[src/rtl/efb_spi_sequencer_pkg.sv]
// Shared definitions for the EFB SPI sequencer: EFB register map, SPISR
// status bit positions, FSM state encodings and the single-access payload.
package efb_spi_sequencer_pkg;

  localparam int unsigned DATA_W = 8;
  localparam int unsigned ADR_W  = 8;
  localparam int unsigned TO_W   = 16;

  // EFB hard SPI register addresses
  localparam logic [ADR_W-1:0] ADR_SPICR1  = 8'h55;
  localparam logic [ADR_W-1:0] ADR_SPICR2  = 8'h56;
  localparam logic [ADR_W-1:0] ADR_SPIBR   = 8'h57;
  localparam logic [ADR_W-1:0] ADR_SPICSR  = 8'h58;
  localparam logic [ADR_W-1:0] ADR_SPITXDR = 8'h59;
  localparam logic [ADR_W-1:0] ADR_SPISR   = 8'h5A;
  localparam logic [ADR_W-1:0] ADR_SPIRXDR = 8'h5B;

  // SPISR status bits
  localparam int unsigned SR_TRDY_BIT = 4;
  localparam int unsigned SR_RRDY_BIT = 3;

  typedef enum logic [3:0] {
    S_INIT_CR1,
    S_INIT_CR2,
    S_INIT_BR,
    S_IDLE,
    S_CS_ASSERT,
    S_POLL_TRDY,
    S_WR_TX,
    S_POLL_RRDY,
    S_RD_RX,
    S_CS_RELEASE,
    S_ERROR
  } seq_state_t;

  typedef enum logic [1:0] {
    WB_IDLE,
    WB_ACTIVE,
    WB_ACK_LOW
  } wb_state_t;

  // One Wishbone register access request
  typedef struct packed {
    logic              we;
    logic [ADR_W-1:0]  adr;
    logic [DATA_W-1:0] wdat;
  } wb_req_t;

endpackage

[src/rtl/efb_spi_sequencer_if.sv]
// Bundles the byte request/response stream and the EFB Wishbone port.
// master: the sequencer (accepts bytes, drives the Wishbone bus).
// slave : the environment (byte requester plus EFB register file).
interface efb_spi_sequencer_if;
  import efb_spi_sequencer_pkg::*;

  logic              req_valid;
  logic              req_ready;
  logic [DATA_W-1:0] req_data;
  logic              req_last;
  logic              rsp_valid;
  logic [DATA_W-1:0] rsp_data;
  logic              wb_cyc;
  logic              wb_stb;
  logic              wb_we;
  logic [ADR_W-1:0]  wb_adr;
  logic [DATA_W-1:0] wb_dat_i;
  logic [DATA_W-1:0] wb_dat_o;
  logic              wb_ack;

  modport master (
    input  req_valid, req_data, req_last, wb_dat_o, wb_ack,
    output req_ready, rsp_valid, rsp_data,
           wb_cyc, wb_stb, wb_we, wb_adr, wb_dat_i
  );

  modport slave (
    output req_valid, req_data, req_last, wb_dat_o, wb_ack,
    input  req_ready, rsp_valid, rsp_data,
           wb_cyc, wb_stb, wb_we, wb_adr, wb_dat_i
  );
endinterface

[src/rtl/efb_spi_sequencer_wb_single_master.sv]
// Performs one Wishbone register access per start request.
// Ports: clock/reset; start,we,adr,wdat request; done (ack cycle),
// rdat (read data, valid with done), timeout (ack never came);
// bus_* drive/observe the Wishbone master signals.
// A start issued while a stretched ack is still high is parked and
// launched once ack is seen low.
module wb_single_master
  import efb_spi_sequencer_pkg::*;
#(
  parameter int unsigned ACK_TIMEOUT = 255
) (
  input  logic              clock,
  input  logic              reset,
  input  logic              start,
  input  logic              we,
  input  logic [ADR_W-1:0]  adr,
  input  logic [DATA_W-1:0] wdat,
  output logic              done,
  output logic [DATA_W-1:0] rdat,
  output logic              timeout,
  output logic              bus_cyc,
  output logic              bus_stb,
  output logic              bus_we,
  output logic [ADR_W-1:0]  bus_adr,
  output logic [DATA_W-1:0] bus_dat_w,
  input  logic [DATA_W-1:0] bus_dat_r,
  input  logic              bus_ack
);

  localparam logic [TO_W-1:0] TO_LAST = TO_W'(ACK_TIMEOUT - 1);

  wb_state_t         state_q, state_d;
  wb_req_t           pend_q, cur;
  logic              pend_vld_q;
  logic              act_q, we_q;
  logic [ADR_W-1:0]  adr_q;
  logic [DATA_W-1:0] dat_q;
  logic [TO_W-1:0]   cnt_q;
  logic              want, launch, park;

  assign rdat      = bus_dat_r;
  assign bus_cyc   = act_q;
  assign bus_stb   = act_q;
  assign bus_we    = we_q;
  assign bus_adr   = adr_q;
  assign bus_dat_w = dat_q;

  // Access sequencing: launch, wait for ack or timeout, wait for ack low
  always_comb begin
    state_d = state_q;
    launch  = 1'b0;
    park    = 1'b0;
    done    = 1'b0;
    timeout = 1'b0;
    want    = start | pend_vld_q;
    cur     = pend_q;
    if (start) begin
      cur.we   = we;
      cur.adr  = adr;
      cur.wdat = wdat;
    end
    case (state_q)
      WB_IDLE: begin
        if (want) begin
          launch  = 1'b1;
          state_d = WB_ACTIVE;
        end
      end
      WB_ACTIVE: begin
        if (bus_ack) begin
          done    = 1'b1;
          state_d = WB_ACK_LOW;
        end else if (cnt_q == TO_LAST) begin
          timeout = 1'b1;
          state_d = WB_IDLE;
        end
      end
      WB_ACK_LOW: begin
        if (!bus_ack) begin
          if (want) begin
            launch  = 1'b1;
            state_d = WB_ACTIVE;
          end else begin
            state_d = WB_IDLE;
          end
        end else if (start) begin
          park = 1'b1;
        end
      end
      default: state_d = WB_IDLE;
    endcase
  end

  always_ff @(posedge clock or posedge reset) begin
    if (reset) state_q <= WB_IDLE;
    else       state_q <= state_d;
  end

  // Bus drivers, timeout counter and parked request
  always_ff @(posedge clock or posedge reset) begin
    if (reset) begin
      act_q      <= 1'b0;
      we_q       <= 1'b0;
      adr_q      <= '0;
      dat_q      <= '0;
      cnt_q      <= '0;
      pend_q     <= '0;
      pend_vld_q <= 1'b0;
    end else begin
      if (launch) begin
        act_q      <= 1'b1;
        we_q       <= cur.we;
        adr_q      <= cur.adr;
        dat_q      <= cur.wdat;
        cnt_q      <= '0;
        pend_vld_q <= 1'b0;
      end else if (done || timeout) begin
        act_q <= 1'b0;
        we_q  <= 1'b0;
        adr_q <= '0;
        dat_q <= '0;
      end else if (state_q == WB_ACTIVE) begin
        cnt_q <= cnt_q + TO_W'(1);
      end
      if (park) begin
        pend_q     <= cur;
        pend_vld_q <= 1'b1;
      end
    end
  end

endmodule

[src/rtl/efb_spi_sequencer.sv]
// Byte-stream SPI sequencer driving the EFB hard SPI master over Wishbone.
// Ports: clock, reset (async, active-high); bus (req/rsp byte stream and
// Wishbone master port); busy (not idle); error (sticky ack timeout).
module efb_spi_sequencer
  import efb_spi_sequencer_pkg::*;
#(
  parameter logic [7:0]  CR1_VAL     = 8'h80,
  parameter logic [7:0]  CR2_VAL     = 8'hC0,
  parameter logic [7:0]  BR_VAL      = 8'h03,
  parameter logic [7:0]  CS_MASK     = 8'h01,
  parameter int unsigned ACK_TIMEOUT = 255
) (
  input  logic                  clock,
  input  logic                  reset,
  efb_spi_sequencer_if.master   bus,
  output logic                  busy,
  output logic                  error
);

  seq_state_t        state_q, state_d;
  logic              issued_q, issued_d;
  logic              frame_q, frame_d;
  logic              last_q, last_d;
  logic [DATA_W-1:0] tx_q, tx_d;
  logic [DATA_W-1:0] rsp_data_q, rsp_data_d;
  logic              rsp_valid_q, rsp_valid_d;
  logic              req_ready_q, busy_q, error_q;

  logic              is_acc, acc_start, acc_we;
  logic [ADR_W-1:0]  acc_adr;
  logic [DATA_W-1:0] acc_wdat;
  logic              acc_done, acc_timeout;
  logic [DATA_W-1:0] acc_rdat;

  assign bus.req_ready = req_ready_q;
  assign bus.rsp_valid = rsp_valid_q;
  assign bus.rsp_data  = rsp_data_q;
  assign busy          = busy_q;
  assign error         = error_q;

  wb_single_master #(.ACK_TIMEOUT(ACK_TIMEOUT)) u_wb (
    .clock     (clock),
    .reset     (reset),
    .start     (acc_start),
    .we        (acc_we),
    .adr       (acc_adr),
    .wdat      (acc_wdat),
    .done      (acc_done),
    .rdat      (acc_rdat),
    .timeout   (acc_timeout),
    .bus_cyc   (bus.wb_cyc),
    .bus_stb   (bus.wb_stb),
    .bus_we    (bus.wb_we),
    .bus_adr   (bus.wb_adr),
    .bus_dat_w (bus.wb_dat_i),
    .bus_dat_r (bus.wb_dat_o),
    .bus_ack   (bus.wb_ack)
  );

  // Sequencer: per-state access, then transition on that access's ack
  always_comb begin
    state_d     = state_q;
    issued_d    = issued_q;
    frame_d     = frame_q;
    last_d      = last_q;
    tx_d        = tx_q;
    rsp_data_d  = rsp_data_q;
    rsp_valid_d = 1'b0;
    is_acc      = 1'b1;
    acc_we      = 1'b1;
    acc_adr     = '0;
    acc_wdat    = '0;

    case (state_q)
      S_INIT_CR1:   begin acc_adr = ADR_SPICR1;  acc_wdat = CR1_VAL; end
      S_INIT_CR2:   begin acc_adr = ADR_SPICR2;  acc_wdat = CR2_VAL; end
      S_INIT_BR:    begin acc_adr = ADR_SPIBR;   acc_wdat = BR_VAL;  end
      S_CS_ASSERT:  begin acc_adr = ADR_SPICSR;  acc_wdat = CS_MASK; end
      S_POLL_TRDY:  begin acc_we  = 1'b0; acc_adr = ADR_SPISR;       end
      S_WR_TX:      begin acc_adr = ADR_SPITXDR; acc_wdat = tx_q;    end
      S_POLL_RRDY:  begin acc_we  = 1'b0; acc_adr = ADR_SPISR;       end
      S_RD_RX:      begin acc_we  = 1'b0; acc_adr = ADR_SPIRXDR;     end
      S_CS_RELEASE: begin acc_adr = ADR_SPICSR;  acc_wdat = '0;      end
      default:      is_acc = 1'b0;
    endcase

    // Each access state issues exactly one request; polls re-enter to re-issue
    acc_start = is_acc && !issued_q;
    if (acc_start) issued_d = 1'b1;

    if (is_acc && acc_timeout) begin
      issued_d = 1'b0;
      state_d  = S_ERROR;
    end else if (is_acc && acc_done) begin
      issued_d = 1'b0;
      case (state_q)
        S_INIT_CR1:  state_d = S_INIT_CR2;
        S_INIT_CR2:  state_d = S_INIT_BR;
        S_INIT_BR:   state_d = S_IDLE;
        S_CS_ASSERT: begin
          frame_d = 1'b1;
          state_d = S_POLL_TRDY;
        end
        S_POLL_TRDY: if (acc_rdat[SR_TRDY_BIT]) state_d = S_WR_TX;
        S_WR_TX:     state_d = S_POLL_RRDY;
        S_POLL_RRDY: if (acc_rdat[SR_RRDY_BIT]) state_d = S_RD_RX;
        S_RD_RX: begin
          rsp_data_d  = acc_rdat;
          rsp_valid_d = 1'b1;
          state_d     = last_q ? S_CS_RELEASE : S_IDLE;
        end
        S_CS_RELEASE: begin
          frame_d = 1'b0;
          state_d = S_IDLE;
        end
        default: state_d = state_q;
      endcase
    end

    if (state_q == S_IDLE && bus.req_valid) begin
      tx_d    = bus.req_data;
      last_d  = bus.req_last;
      state_d = frame_q ? S_POLL_TRDY : S_CS_ASSERT;
    end
  end

  always_ff @(posedge clock or posedge reset) begin
    if (reset) begin
      state_q     <= S_INIT_CR1;
      issued_q    <= 1'b0;
      frame_q     <= 1'b0;
      last_q      <= 1'b0;
      tx_q        <= '0;
      rsp_data_q  <= '0;
      rsp_valid_q <= 1'b0;
      req_ready_q <= 1'b0;
      busy_q      <= 1'b1;
      error_q     <= 1'b0;
    end else begin
      state_q     <= state_d;
      issued_q    <= issued_d;
      frame_q     <= frame_d;
      last_q      <= last_d;
      tx_q        <= tx_d;
      rsp_data_q  <= rsp_data_d;
      rsp_valid_q <= rsp_valid_d;
      req_ready_q <= (state_d == S_IDLE);
      busy_q      <= (state_d != S_IDLE);
      error_q     <= error_q | (state_d == S_ERROR);
    end
  end

endmodule

[src/flat_wrapper.sv]
// flat-port wrapper written by rule: the top's interface ports become plain ports
module efb_spi_sequencer_flat import efb_spi_sequencer_pkg::*;
#(
  parameter logic [7:0]  CR1_VAL     = 8'h80,
  parameter logic [7:0]  CR2_VAL     = 8'hC0,
  parameter logic [7:0]  BR_VAL      = 8'h03,
  parameter logic [7:0]  CS_MASK     = 8'h01,
  parameter int unsigned ACK_TIMEOUT = 255
)
  (clock, reset, busy, error, bus_req_valid, bus_req_data, bus_req_last, bus_wb_dat_o, bus_wb_ack, bus_req_ready, bus_rsp_valid, bus_rsp_data, bus_wb_cyc, bus_wb_stb, bus_wb_we, bus_wb_adr, bus_wb_dat_i);
  efb_spi_sequencer_if bus_i ();
  input  logic clock;
  input  logic reset;
  output logic busy;
  output logic error;
  input wire logic [$bits(bus_i.req_valid)-1:0] bus_req_valid;
  input wire logic [$bits(bus_i.req_data)-1:0] bus_req_data;
  input wire logic [$bits(bus_i.req_last)-1:0] bus_req_last;
  input wire logic [$bits(bus_i.wb_dat_o)-1:0] bus_wb_dat_o;
  input wire logic [$bits(bus_i.wb_ack)-1:0] bus_wb_ack;
  output wire logic [$bits(bus_i.req_ready)-1:0] bus_req_ready;
  output wire logic [$bits(bus_i.rsp_valid)-1:0] bus_rsp_valid;
  output wire logic [$bits(bus_i.rsp_data)-1:0] bus_rsp_data;
  output wire logic [$bits(bus_i.wb_cyc)-1:0] bus_wb_cyc;
  output wire logic [$bits(bus_i.wb_stb)-1:0] bus_wb_stb;
  output wire logic [$bits(bus_i.wb_we)-1:0] bus_wb_we;
  output wire logic [$bits(bus_i.wb_adr)-1:0] bus_wb_adr;
  output wire logic [$bits(bus_i.wb_dat_i)-1:0] bus_wb_dat_i;
  assign bus_i.req_valid = bus_req_valid;
  assign bus_i.req_data = bus_req_data;
  assign bus_i.req_last = bus_req_last;
  assign bus_i.wb_dat_o = bus_wb_dat_o;
  assign bus_i.wb_ack = bus_wb_ack;
  assign bus_req_ready = bus_i.req_ready;
  assign bus_rsp_valid = bus_i.rsp_valid;
  assign bus_rsp_data = bus_i.rsp_data;
  assign bus_wb_cyc = bus_i.wb_cyc;
  assign bus_wb_stb = bus_i.wb_stb;
  assign bus_wb_we = bus_i.wb_we;
  assign bus_wb_adr = bus_i.wb_adr;
  assign bus_wb_dat_i = bus_i.wb_dat_i;
  efb_spi_sequencer #(.CR1_VAL(CR1_VAL), .CR2_VAL(CR2_VAL), .BR_VAL(BR_VAL), .CS_MASK(CS_MASK), .ACK_TIMEOUT(ACK_TIMEOUT)) u_core (.clock(clock), .reset(reset), .bus(bus_i), .busy(busy), .error(error));
endmodule
[config.mk]
export PLATFORM = sky130hd
export DESIGN_NAME = efb_spi_sequencer_flat
export DESIGN_NICKNAME = d
export VERILOG_FILES = /design/src/rtl/efb_spi_sequencer_pkg.sv /design/src/rtl/efb_spi_sequencer_if.sv /design/src/rtl/efb_spi_sequencer_wb_single_master.sv /design/src/rtl/efb_spi_sequencer.sv /design/src/flat_wrapper.sv
export SDC_FILE = /design/constraint.sdc
export NUM_CORES = 1
export LEC_CHECK = 0
export BUFFER_PORTS_ARGS = -buffer_cell sky130_fd_sc_hd__buf_2
export CORE_MARGIN = 2
export CORE_UTILIZATION = 40
export CTS_CLUSTER_DIAMETER = 200
export DETAILED_ROUTE_END_ITERATION = 10
export PLACE_DENSITY_LB_ADDON = 0.2
export SYNTH_ARGS = -nofsm -noshare
export SYNTH_HDL_FRONTEND = slang
export SYNTH_SLANG_ARGS = --single-unit
[constraint.sdc]
create_clock -name clock -period 4.17 [get_ports clock]
set_clock_uncertainty 0.1 [all_clocks]
set_input_delay 0.2085 -clock clock [delete_from_list [all_inputs] [get_ports clock]]
set_output_delay 0.2085 -clock clock [all_outputs]
set_load 0.005 [all_outputs]
# [Yosys cells after proc, flatten, opt, wreduce, memory -nomap -nowiden]
# Cells that the tools add are included.
[op_classes] addsub=1 n_eq_ne=19 n_mux=48 bitwise=3 n_reduce_logical=22
[op_table] cell="$pmux 7 s7" n=1
[op_table] cell="$mux 16" n=3
[op_table] cell="$pmux 8 s5" n=1
[op_table] cell="$pmux 4 s8" n=1
[op_table] cell="$mux 1" n=25
[op_table] cell="$mux 4" n=6
[op_table] cell="$mux 8" n=3
[op_table] cell="$mux 17" n=1
[op_table] cell="$add 16x1->16 const B" n=1
[op_table] cell="$eq 16x8->1 const B" n=1
[op_table] cell="$eq 4x3->1 const B" n=4
[op_table] cell="$eq 4x2->1 const B" n=3
[op_table] cell="$eq 4x4->1 const B" n=3
[op_table] cell="$reduce_and 3->1" n=3
[op_table] cell="$reduce_or 9->1" n=1
[op_table] cell="$mux 2" n=4
[op_table] cell="$reduce_bool 2->1" n=4
[op_table] cell="$ne 2x2->1 const B" n=3
[op_table] cell="$pmux 2 s3" n=1
[op_table] cell="$reduce_or 2->1" n=3
[op_table] cell="$eq 4x1->1 const B" n=1
[op_table] cell="$logic_and 1x1->1" n=4
[op_table] cell="$logic_not 4->1" n=1
[op_table] cell="$ne 4x2->1 const B" n=1
[op_table] cell="12 further kinds" n=14
[totals] regBits=81 input_bits=21 output_inout_bits=31 elab_cells=113

# [Depth between registers and ports, before layout]
[logic_depth] depth_word=10 depth_mapped=9 ltp_nobuf=7

# [Modules after synthesis]
# A second synthesis with hierarchy kept.
[hier_totals] cells_unflattened=374 hier_area_um2=4000.1
[by_module_without_submodules] module="wb_single_master" n_inst=1 cells_per_inst=215 area_per_inst_um2=2560.0 seq_area_each_um2=1351.3
[by_module_without_submodules] module="efb_spi_sequencer" n_inst=1 cells_per_inst=159 area_per_inst_um2=1440.1 seq_area_each_um2=676.9

# [Least setup slack after synthesis]
# No wires, ideal clock.
[synth_timing] path_type="register -> register" from="register u_core.u_wb.cnt_q[0]" to="register u_core.u_wb.cnt_q[2]" setup_time_ns=0.079 t_arrival_ns=1.965 required_time_ns=3.991 setup_slack_ns=2.026 path_stages_with_launch=9 n_path_buf=1 synth_period_minus_slack_ns=2.144 cell_sequence="dfrtp_1 -> inv_1 -> ha_1 -> or4b_1 -> or4_1 -> buf_2 -> and2_4 -> nand2_1 -> mux2i_1"
[synth_via] elab_chain_cells=7 word_cells_on_any_way=11 cone_classes="1 x add/sub; 2 x eq/ne; 6 x mux; 2 x reduce/logical"
[synth_rtl] element="start, declared" line_no="efb_spi_sequencer_wb_single_master.sv:38" source="logic [TO_W-1:0] cnt_q;"
[synth_rtl] element="start signal, assigned" line_no="efb_spi_sequencer_wb_single_master.sv:123" source="cnt_q <= cnt_q + TO_W'(1);"
[synth_rtl] element="branches (longest 7 deep; another with $add 16x1->16)"
# Several ways; the timed one is not identified. The select of a mux whose other input is x is not followed.
# A chain may end at the register's enable or synchronous reset.

# [Worst setup path in the final report]
[layout_timing] from="register u_core.state_q[1]" to="register u_core.u_wb.pend_q[0] in the netlist's numbering"
[layout_via] elab_chain_cells=7 word_cells_on_any_way=17 cone_classes="8 x eq/ne; 6 x mux; 3 x reduce/logical"
[layout_rtl] element="start, declared" line_no="efb_spi_sequencer.sv:20" source="seq_state_t state_q, state_d;"
[layout_rtl] element="start signal, assigned" line_no="efb_spi_sequencer.sv:140" source="state_q <= state_d;"
[layout_rtl] element="$eq 4x1->1 (tied with other cells)" line_no="efb_spi_sequencer.sv:74" source="case (state_q)"
[layout_rtl] element="$reduce_or 9->1 (no line)"
[layout_rtl] element="$mux 1" line_no="efb_spi_sequencer.sv:74"
[layout_rtl] element="$logic_and 1x1->1" line_no="efb_spi_sequencer.sv:88" source="acc_start = is_acc && !issued_q;"
[layout_rtl] element="$mux 1" line_no="efb_spi_sequencer_wb_single_master.sv:86" source="end else if (start) begin"
[layout_rtl] element="$mux 1" line_no="efb_spi_sequencer_wb_single_master.sv:79" source="if (!bus_ack) begin"
[layout_rtl] element="$mux 1" line_no="efb_spi_sequencer_wb_single_master.sv:62" source="case (state_q)"
[layout_rtl] element="end signal, assigned" line_no="efb_spi_sequencer_wb_single_master.sv:126" source="pend_q <= cur;"
[layout_rtl] element="end, declared" line_no="efb_spi_sequencer_wb_single_master.sv:33" source="wb_req_t pend_q, cur;"
# Several ways; a longest one is shown, not always the timed one.

==> results.ini <==
[synth]
syn-num-nets = 416
synthTopCellsByArea = dfrtp_1 (53%), nand2_1 (6.0%), o21ai_0 (4.5%)
synth_cells = 393
ys_types = 53
yosys_most_used_dff = dfrtp_1
synthTopCellsByCount = dfrtp_1 (80), nand2_1 (61), o21ai_0 (34)
syn_area_um2 = 3790
avgSynthCellArea_um2 = 9.66
synth_seq_cells = 81
yosys.area.top_type = dfrtp_1
async_reset_ff_frac = 1.00
synth_most_common_cell = dfrtp_1
synth_top_area_frac = 0.528
synth_warnings = 0
ys_seq_area_frac = 0.534
synth_enable_flop_cells = 0

[placement]
portBuffers = 51
dpl.cell_count = 554
routabilityCongestion = 0.810
dp_hpwl_um = 5660

[clock_tree]
clock_sinks = 81
cts_tree = built
clk_latency_ps = 350
cts-root-buf = clkbuf_8
ctsHoldBuffers = 16
post_cts_resize_count = 0
htreeDepth = 3
clk_pin_slew_ps = 90
postCtsSetupRepairBufs = 0
cts_buffer_depth = 2
cts_buffers = 9

[floorplan]
dieArea_um2 = 10300
io_pins = 52
die_y_um = 101
start_util = 0.411
die_w_um = 101
core_region_area_um2 = 9240
row_count = 35

[setup_path]
slowest_stage = dfrtp_1
cp_top_family = simple AND/OR/NAND/NOR gates
required_ps = 4320
ff2ff_path_depth = 5
worstReg2RegStart = u_core.state_q[1]
cp-start-kind = register
path_depth = 5
r2r_slack_ps = 1290
path_max_fanout = 23
reg2reg_to = u_core.u_wb.pend_q[0]
crit_chain = o21ai_0 -> and3_1 -> nand4b_1 -> buf_4 -> mux2_2
setup.worst_path.class = reg -> reg
crit_path_start = u_core.state_q[1]
cpPeakStageDelay_ps = 620
cp-end-kind = register
path_buf_inv = 1
crit_path_end = u_core.u_wb.pend_q[0]
crit_arrival_ps = 3030

[grt]
grt_remaining_overflow = 0
grt_max_degree = 53
groute.usage.overall = 0.170
grt_pass1_vias = 2783
antenna_found_initial = 0
grt_pass1_wl_um = 13800

[pwr]
cellLeakagePower_uw = 0.00219
powerDensity_nw_per_um2 = 301
finalPower_uw = 1350
vdd_drop_max_uv = 147

[timing]
whs_ps = 26.8
slew_headroom = 0.400
rsz0062_at_grt = false
period_share = 0.691
tightest_slew_ps = 899
fin_crit_ps = 2880
hold_viol = 0
setup-tns-final_ps = 0
clock.fmax_ghz = 0.347
setup_viol = 0
maxSlewViolCount = 0

[cells_and_area]
areaGrowthSynthToFinish_pct = 18.4
nets = 475
instances_no_fill = 586
drive_gt1_frac = 0.197
antenna_cells = 0

[route]
drt_wl_total_um = 8180
wl_per_cell_um = 14.0
num_vias = 3025
drtAntennaViolNets = 0
viasPerCell = 5.16
first_pass_iters = 4
drc_errors = 0
drtIter0Drc = 147

[run_status]
status = completed

[min_path]
hold_path.class = in -> reg

[flow_run]
drv_cap = 0

worst reg2reg max path, stage by stage (launching register included):
cell and delay, ps:
dfrtp_1 620, o21ai_0 460, and3_1 420, nand4b_1 530, buf_4 380, mux2_2 270
worst min-delay path by stage:
stage,from,endpoint,slack (ps),depth (start not counted)
after global placement,bus_req_data[4],u_core.tx_q[4],300,3
final,bus_wb_dat_o[4],u_core.bus.rsp_data[4],30,2
after detailed placement,bus_req_data[6],u_core.tx_q[6],300,3
after global routing,bus_wb_dat_o[3],u_core.bus.rsp_data[3],30,2
after CTS,bus_wb_dat_o[3],u_core.bus.rsp_data[3],10,2
after floorplan,bus_req_last,u_core.last_q,210,2
through the flow:
step	worst slack (ps)	area, um^2	utilization
4_1_cts	1320	4490	0.486
5_1_grt	1010	4490	0.486
3_5_place_dp	1330	4150	0.449
6_report	1290	4490	0.486
2_1_floorplan	1780	3790	-
3_3_place_gp	1460	4150	0.449
logic make-up after synthesis:
| logic type | after synthesis | share of synthesized area |
|---|---|---|
| buffers and inverters | 35 | 0.0369 |
| xor gates and xnor gates | 13 | 0.0300 |
| DFF | 81 | 0.534 |
| muxes | 12 | 0.0346 |
| AOI/OAI and AO/OA | 84 | 0.136 |
| and+or+nand+nor | 166 | 0.222 |
| adders and majority gates | 2 | 0.00659 |
registers in the layout (all words and copies together), names as in the netlist:
name	cells
u_core.frame_q	1
u_core.busy	1
u_core.issued_q	1
u_core.state_q	4
u_core.bus.rsp_valid	1
u_core.u_wb.bus_cyc	1
u_core.u_wb.state_q	2
u_core.u_wb.bus_dat_w	8
u_core.bus.req_ready	1
u_core.u_wb.cnt_q	16
u_core.error	1
u_core.u_wb.bus_adr	8
u_core.u_wb.pend_vld_q	1
u_core.u_wb.pend_q	17
u_core.bus.rsp_data	8
u_core.last_q	1
u_core.u_wb.bus_we	1
u_core.tx_q	8
layout make-up:
type                    count  area (um^2)
fillers                   893         4750
well taps                 129          161
clock inverters             7         53.8
repair buffers             71          445
flip-flops and latches     81         2030
inverters                  12         46.3
multi-input cells         277         1630
clock buffers               9          124
layer usage:
metal  up-vias  GRT usage  share of wire
met4         0     0.0561          0.013
li1       1492          -              -
met2        70      0.250           0.44
met5         -          0              0
met1      1455      0.257           0.51
met3         8     0.0248          0.037
cell usage in the layout (no fill, tap or decap), types with 4 or more instances in the layout:
cell type	Yosys	final
a21oi_1	11	11
xnor2_1	6	6
nand2_1	61	61
buf_2	3	51
nor4_1	4	4
o22ai_1	4	4
o211ai_1	4	4
and2_1	4	4
nor3_1	8	8
nand2b_1	7	7
nand4_1	5	5
o21ai_0	34	34
dlygate4sd3_1	0	16
dfrtp_1	80	80
xor2_1	7	7
o31ai_1	4	4
nor2_1	27	27
nand3_1	23	23
nor2b_1	6	6
buf_4	1	4
mux2_2	9	9
inv_1	12	11
clkbuf_8	0	9
a22oi_1	5	5
power breakdown:
group | total [uW] | leakage (uW) | internal [uW] | switching (uW)
clock network | 529 | 0.0000822 | 220 | 309
logic | 38.6 | 0.000990 | 17.3 | 21.2
registers | 785 | 0.00111 | 785 | 0
total | 1350 | 0.00219 | 1020 | 330
No activity file was read; power rests on OpenSTA's default activity.
